### src/rtl/dark_ifetch.sv
// dark_ifetch: instruction fetch unit with credit-based request issue,
// in-order response tracking, redirect flush and a small instruction queue.
//
// Ports:
//   XCLK, XRES               clock, synchronous active-high reset
//   bus_en, bus_addr         fetch request to instruction memory
//   bus_data, bus_valid      in-order response from memory
//   redirect, redirect_pc    flush and restart fetch at a new address
//   inst_valid, inst_ready   head-of-queue handshake with the consumer
//   inst_data, inst_pc       head instruction word and its address
module dark_ifetch #(
  parameter logic [31:0] RESET_PC = 32'h0000_0000,
  parameter int unsigned DEPTH    = 4,
  parameter int unsigned MAX_OUT  = 2
) (
  input  logic        XCLK,
  input  logic        XRES,
  output logic        bus_en,
  output logic [31:0] bus_addr,
  input  logic [31:0] bus_data,
  input  logic        bus_valid,
  input  logic        redirect,
  input  logic [31:0] redirect_pc,
  output logic        inst_valid,
  input  logic        inst_ready,
  output logic [31:0] inst_data,
  output logic [31:0] inst_pc
);

  localparam int unsigned PW = $clog2(DEPTH);
  localparam int unsigned CW = PW + 1;
  localparam logic [CW-1:0] DEPTH_C = CW'(DEPTH);
  localparam logic [CW-1:0] MAXO_C  = CW'(MAX_OUT);
  localparam logic [31:0]   NOP     = 32'h0000_0013;

  logic [31:0]   fetch_pc_q, fetch_pc_d;
  logic [31:0]   resp_pc_q, resp_pc_d;
  logic [CW-1:0] count_q, count_d;
  logic [CW-1:0] out_q, out_d;
  logic [CW-1:0] drop_q, drop_d;
  logic [PW-1:0] rd_ptr_q, rd_ptr_d;
  logic [PW-1:0] wr_ptr_q, wr_ptr_d;

  logic [31:0] data_mem [DEPTH];
  logic [31:0] pc_mem   [DEPTH];

  logic        issue;
  logic        resp;
  logic        push;
  logic        pop;
  logic [CW:0] credit;

  // Queue slots already claimed: stored entries plus requests in flight.
  assign credit = {1'b0, count_q} + {1'b0, out_q};

  assign issue = !XRES && !redirect
               && (out_q < MAXO_C)
               && (credit < {1'b0, DEPTH_C});

  // A response with nothing outstanding is not ours; ignore it.
  assign resp = bus_valid && (out_q != '0);
  assign push = resp && (drop_q == '0) && !redirect && !XRES;

  assign inst_valid = !XRES && !redirect && (count_q != '0);
  assign pop        = inst_valid && inst_ready;

  assign bus_en    = issue;
  assign bus_addr  = XRES ? RESET_PC : fetch_pc_q;
  assign inst_data = inst_valid ? data_mem[rd_ptr_q] : NOP;
  assign inst_pc   = inst_valid ? pc_mem[rd_ptr_q] : 32'h0;

  always_comb begin
    fetch_pc_d = fetch_pc_q;
    resp_pc_d  = resp_pc_q;
    count_d    = count_q;
    out_d      = out_q;
    drop_d     = drop_q;
    rd_ptr_d   = rd_ptr_q;
    wr_ptr_d   = wr_ptr_q;
    if (redirect) begin
      fetch_pc_d = redirect_pc & ~32'h3;
      resp_pc_d  = redirect_pc & ~32'h3;
      count_d    = '0;
      rd_ptr_d   = wr_ptr_q;
      // Everything still in flight is stale, including older drops.
      out_d      = out_q - CW'(resp);
      drop_d     = out_q - CW'(resp);
    end else begin
      if (issue) begin
        fetch_pc_d = fetch_pc_q + 32'd4;
      end
      if (push) begin
        resp_pc_d = resp_pc_q + 32'd4;
        wr_ptr_d  = wr_ptr_q + PW'(1);
      end
      if (pop) begin
        rd_ptr_d = rd_ptr_q + PW'(1);
      end
      if (resp && (drop_q != '0)) begin
        drop_d = drop_q - CW'(1);
      end
      case ({issue, resp})
        2'b10:   out_d = out_q + CW'(1);
        2'b01:   out_d = out_q - CW'(1);
        default: out_d = out_q;
      endcase
      case ({push, pop})
        2'b10:   count_d = count_q + CW'(1);
        2'b01:   count_d = count_q - CW'(1);
        default: count_d = count_q;
      endcase
    end
  end

  always_ff @(posedge XCLK) begin
    if (XRES) begin
      fetch_pc_q <= RESET_PC;
      resp_pc_q  <= RESET_PC;
      count_q    <= '0;
      out_q      <= '0;
      drop_q     <= '0;
      rd_ptr_q   <= '0;
      wr_ptr_q   <= '0;
    end else begin
      fetch_pc_q <= fetch_pc_d;
      resp_pc_q  <= resp_pc_d;
      count_q    <= count_d;
      out_q      <= out_d;
      drop_q     <= drop_d;
      rd_ptr_q   <= rd_ptr_d;
      wr_ptr_q   <= wr_ptr_d;
    end
  end

  // Queue storage needs no reset; count gates every read.
  always_ff @(posedge XCLK) begin
    if (push) begin
      data_mem[wr_ptr_q] <= bus_data;
      pc_mem[wr_ptr_q]   <= resp_pc_q;
    end
  end

endmodule
### config.mk
export PLATFORM = sky130hd
export DESIGN_NAME = dark_ifetch
export DESIGN_NICKNAME = d
export VERILOG_FILES = /design/src/rtl/dark_ifetch.sv
export SDC_FILE = /design/constraint.sdc
export NUM_CORES = 1
export LEC_CHECK = 0
export BUFFER_PORTS_ARGS = -buffer_cell sky130_fd_sc_hd__buf_2
export CAP_MARGIN = 15
export CORE_ASPECT_RATIO = 1.75
export CORE_MARGIN = 2
export CORE_UTILIZATION = 58
export CTS_BUF_LIST = sky130_fd_sc_hd__clkbuf_4 sky130_fd_sc_hd__clkbuf_8 sky130_fd_sc_hd__clkbuf_16
export CTS_CLUSTER_SIZE = 24
export DETAILED_ROUTE_END_ITERATION = 8
export GPL_ROUTABILITY_DRIVEN = 0
export PLACE_DENSITY = 0.8
export SLEW_MARGIN = 5
export SYNTH_ARGS = -nofsm -noshare
export SYNTH_HDL_FRONTEND = slang
export SYNTH_SLANG_ARGS = --single-unit
### constraint.sdc
create_clock -name XCLK -period 3.83 [get_ports XCLK]
set_input_delay 0.383 -clock XCLK [delete_from_list [all_inputs] [get_ports XCLK]]
set_output_delay 0.383 -clock XCLK [all_outputs]
set_load 0.02 [all_outputs]
# After elaboration in Yosys (flattened, before gate mapping)

Memory sizes are Yosys's and may differ from the RTL's. A register that Yosys moved wholly into a read port is not among the register bits.
Index checks and enable logic that the tools add are counted.

Logic and storage cells: 73
Output and inout bits: 98
Register bits after elaboration: 77
Memory bits (writable): 256
Memories: 2

Reductions and logical operators: 24
Equal/unequal tests: 4
Add/sub/neg operators: 11
Muxes and demuxes: 20
Bitwise gates (word level): 1
Magnitude comparators: 2

Memory list:

| name     | words | bits a word | rd ports | clocked after Yosys merged registers in | write ports | RTL line | source |
|---|---|---|---|---|---|---|---|
| data_mem | 4     | 32          | 1        | 1                                       | 1           | 44       | `logic [31:0] data_mem [DEPTH];` |
| pc_mem   | 4     | 32          | 1        | 1                                       | 1           | 45       | `logic [31:0] pc_mem [DEPTH];` |

Operators with widths:

| kind                  | count |
|---|---|
| $mux 32               | 7 |
| $add 32x3->32 const B | 2 |
| $mux 2                | 6 |
| $pmux 3 s2            | 2 |
| $reduce_bool 3->1     | 4 |
| $logic_and 1x1->1     | 10 |
| $reduce_bool 2->1     | 5 |
| $mux 3                | 3 |
| $sub 3x1->3 const B   | 3 |
| $add 3x1->3 const B   | 2 |
| $add 2x1->2 const B   | 2 |
| $add 3x3->4           | 1 |
| $eq 2x1->1 const B    | 2 |
| $eq 2x2->1 const B    | 2 |
| $lt 4x3->1 const B    | 1 |
| $logic_not 3->1       | 1 |
| $lt 3x2->1 const B    | 1 |
| $sub 3x1->3           | 1 |
| $logic_not 1->1       | 2 |
| $mux 1                | 2 |
| $reduce_and 2->1      | 1 |
| $reduce_or 2->1       | 1 |
| $not 1->1             | 1 |

# Depth between registers and ports, before layout

Depth in word-level cells: 8
Mapped depth: 13
Mapped depth without buffers: 11

# Worst setup path after synthesis

OpenSTA, ideal clock, no wires.

Path kind: input-to-reg
Start point: input redirect
End point: memory data_mem[1][0] (enable)
Required time: 3.404 ns
Stages on the path: 6
Setup slack: 0.505 ns
Path buffers: 3
Data arrival time: 2.898 ns
Path through: buf_6 -> or2_0 -> buf_2 -> nor3_4 -> clkbuf_1 -> and2_1

Word-level cells in the longest chain between the ends: 5

Ends and longest elaborated chain:

| what                           | RTL line | source |
|---|---|---|
| start, declared                | 22       | `input logic redirect,` |
| $logic_not 1->1                | 62       | `assign push = resp && (drop_q == '0) && !redirect && !XRES;` |
| $logic_and 1x1->1 (2 in a row) | 62       |  |
| $mux 1                         | 137      | `if (push) begin` |
| $mux 1 (not written as such)   | 138      | `data_mem[wr_ptr_q] <= bus_data;` |
| end, declared                  | 44       |  |

Every way passes these cells.

==> metrics.txt <==
Placed Instances 1409; DRC Markers 0; initial antenna violation count 0; reg2reg start count_q[0]; worst skew pair latency 550 ps; Total GRT Usage 24.1%; gr ovfl total 0; total power divided by cell area 483 nW/um^2; clk slew on worst S/H paths 70 ps; Root Driver clkbuf_16; port bufs 160; CTS Sinks 323; min-delay src bus_data[25]; CTS tree yes; worst hold path cell count 1; DIE HEIGHT 209 um; Clock Skew 14.6 ps; Worst EP required 3450 ps; Num CTS Buffers 28; grt met3 use 2.65%; Die Wd 121 um; H-tree depth 1; fraction of layout cells with a size suffix above 1 27.2%; Row Count 74; HP Class input port to flop; GR Util met1 28.8%; vias per inst 6.16; Initial Utilization 59.3%; Final nets 1219; Mean Syn Cell Area 14.1 sq um; Setup-failing EPs final 0; n_diodes 0; non-filler instance count after layout 1461; RSZ-0062 raised after global routing false; area delta synth->final 15.6%; WL final 30.3 mm; worst r2r dst count_q[2]; # IOs 167; vias in the first global route 8960; DRT iter0 DRCs 708; slowest cell delay on critical path 710 ps; global-route wire length before repair 47.6 mm; Mapped Area 13900 sq um; slew margin rel. 44.2%; CP Launch Type flop; pins over their slew limit 0; hold path endpoint data_mem[0][25]; GR peak layer met2; synth unique cells 61; number of max-cap violations 0; Max clock buf depth 3; hold buffers post-CTS 0; outcome finished, final reports clean; #FFs+latches synth 323; DIE AREA 25200 sq um; Synth Warn # 0; drt first pass iters 5; antenna-violating nets left 0; cell family with most CP delay flip-flops; cell chain of the critical path buf_4 -> mux4_2 -> and3_1 -> buf_2; fmax 340 MHz; grt met2 use 44.1%; Final min period 2940 ps; post-CTS sizing 0; R2R depth 9; Top FF cell, synth edfxtp_1; total number of vias 9005; total negative setup slack 0 ps; critical path peak fanout 28; final hold vios 0; Worst Path Buf+Inv 2; EDFF count, synth 248; Worst-Margin Slew 829 ps; highest-delay cell along the critical path dfxtp_4; largest net degree at the start of global routing 65; Arr. time, crit path 2560 ps; DP HPWL 19.0 mm; Core Box Area 23400 sq um; Seq/Total Area, Yosys 64.4%; number of post-CTS setup repair buffers 0; routed len/inst 20.7 um; CP endpoint kind output port; critical path type flop to output port; Gate Count Post-Synth 985; VDD IR-drop max 0.353 mV; internal reg-to-reg setup slack 1220 ps; leakage power 0.00575 uW; Period Utilization, post-route 76.9%; post-synthesis async set-or-reset flop share 0%
[worst max path at each step]
stage	start	end	slack, ps	cells after the start
2_1_floorplan	redirect	data_mem[1][0]	510	6
3_3_place_gp	XRES	fetch_pc_q[23]	1190	8
3_5_place_dp	XRES	fetch_pc_q[30]	1140	8
4_1_cts	flop	inst_pc[13]	770	4
5_1_grt	flop	inst_pc[13]	710	4
6_report	flop	inst_pc[14]	890	4
[state kept, by name, indices dropped and copies added (netlist names), named ones only]
| name | count |
|---|---|
| count_q | 3 |
| data_mem | 128 |
| drop_q | 3 |
| fetch_pc_q | 30 |
| out_q | 3 |
| pc_mem | 120 |
| rd_ptr_q | 2 |
| resp_pc_q | 30 |
| wr_ptr_q | 2 |
[cells in the mapped netlist (all sizes together), types with 6 or more instances]
cell type | instances | share of area (%)
a21oi | 31 | 1.1
edfxtp | 248 | 54
ha | 13 | 1.2
clkbuf | 44 | 1.2
or3 | 17 | 0.77
and3 | 69 | 3.1
and2 | 9 | 0.41
dfxtp | 75 | 11
nor2 | 40 | 1.1
o21ai | 19 | 0.68
o211ai | 13 | 0.70
nand3 | 24 | 0.87
nor3 | 9 | 0.41
nand4 | 27 | 1.2
xnor2 | 15 | 0.95
a31oi | 39 | 1.8
nand2b | 6 | 0.27
mux2 | 7 | 0.59
nor4 | 7 | 0.47
mux4 | 62 | 10
inv | 18 | 0.49
buf | 18 | 0.71
nor2b | 30 | 1.4
or4 | 9 | 0.49
a21boi | 6 | 0.32
nand2 | 74 | 2.0
[worst reg2reg max path: cells and delay by family, from the launching register on]
kind	cells	cell delay [ps]
flip-flops	1	390
buffers and inverters	2	550
AND/OR/NAND/NOR	3	730
adder cells (fa/ha/maj)	2	570
AO/OA/AOI/OAI	1	140
XOR/XNOR	1	150
[layout make-up]
type,instances,area [sq um]
clock buffers,36,816
clock inverters,16,180
flip-flops and latches,323,8950
inverters,19,71.3
multi-input cells,584,4630
repair buffers,179,1020
well taps,304,380
fillers,1600,7380
[where the power goes]
part	internal [uW]	switching [uW]
clock network	1720	1240
logic	324	445
registers	3890	134
total	5940	1820
[metal layers]
metal	vias to the layer above	share of wire [%]	routed length, um
met5	-	0	0
met4	0	2.9	891
met3	59	5.6	1690
met2	369	54	16400
met1	4444	37	11300
li1	4133	-	-
[logic make-up after synthesis]
logic type | Yosys count | share of synthesized area, %
AND/OR/NAND/NOR | 336 | 13.3
flip-flops | 323 | 64.4
AO/OA/AOI/OAI | 139 | 6.36
buffers and inverters | 81 | 2.42
multiplexers | 70 | 10.7
XOR/XNOR | 20 | 1.26
adder cells (fa/ha/maj) | 15 | 1.46
other | 1 | 0.0270
[cells in the final DEF, fill, tap and decap left out, types with 29 or more instances in the layout]
| cell | instances |
|---|---|
| buf_2 | 160 |
| nor2_1 | 39 |
| nor2b_1 | 30 |
| edfxtp_1 | 248 |
| dfxtp_1 | 73 |
| and3_1 | 69 |
| mux4_2 | 62 |
| a31oi_1 | 39 |
| nand2_1 | 74 |
| a21oi_1 | 30 |
| clkbuf_16 | 29 |
[per-stage QoR]
step / hold slack, ps / total power (uW) / instance area (sq um) / util (%) / setup WS, ps
after floorplan: 469 / 4600 / 13900 / - / 505
after global placement: 475 / 4830 / 15000 / 64.2 / 1190
after detailed placement: 498 / 4860 / 15000 / 64.2 / 1140
after CTS: 26.5 / 7800 / 16000 / 68.5 / 768
after global routing: 36.0 / 8010 / 16000 / 68.5 / 715
final: 47.1 / 7760 / 16000 / 68.5 / 886
Note: power is estimated with default switching activity, not from simulation.
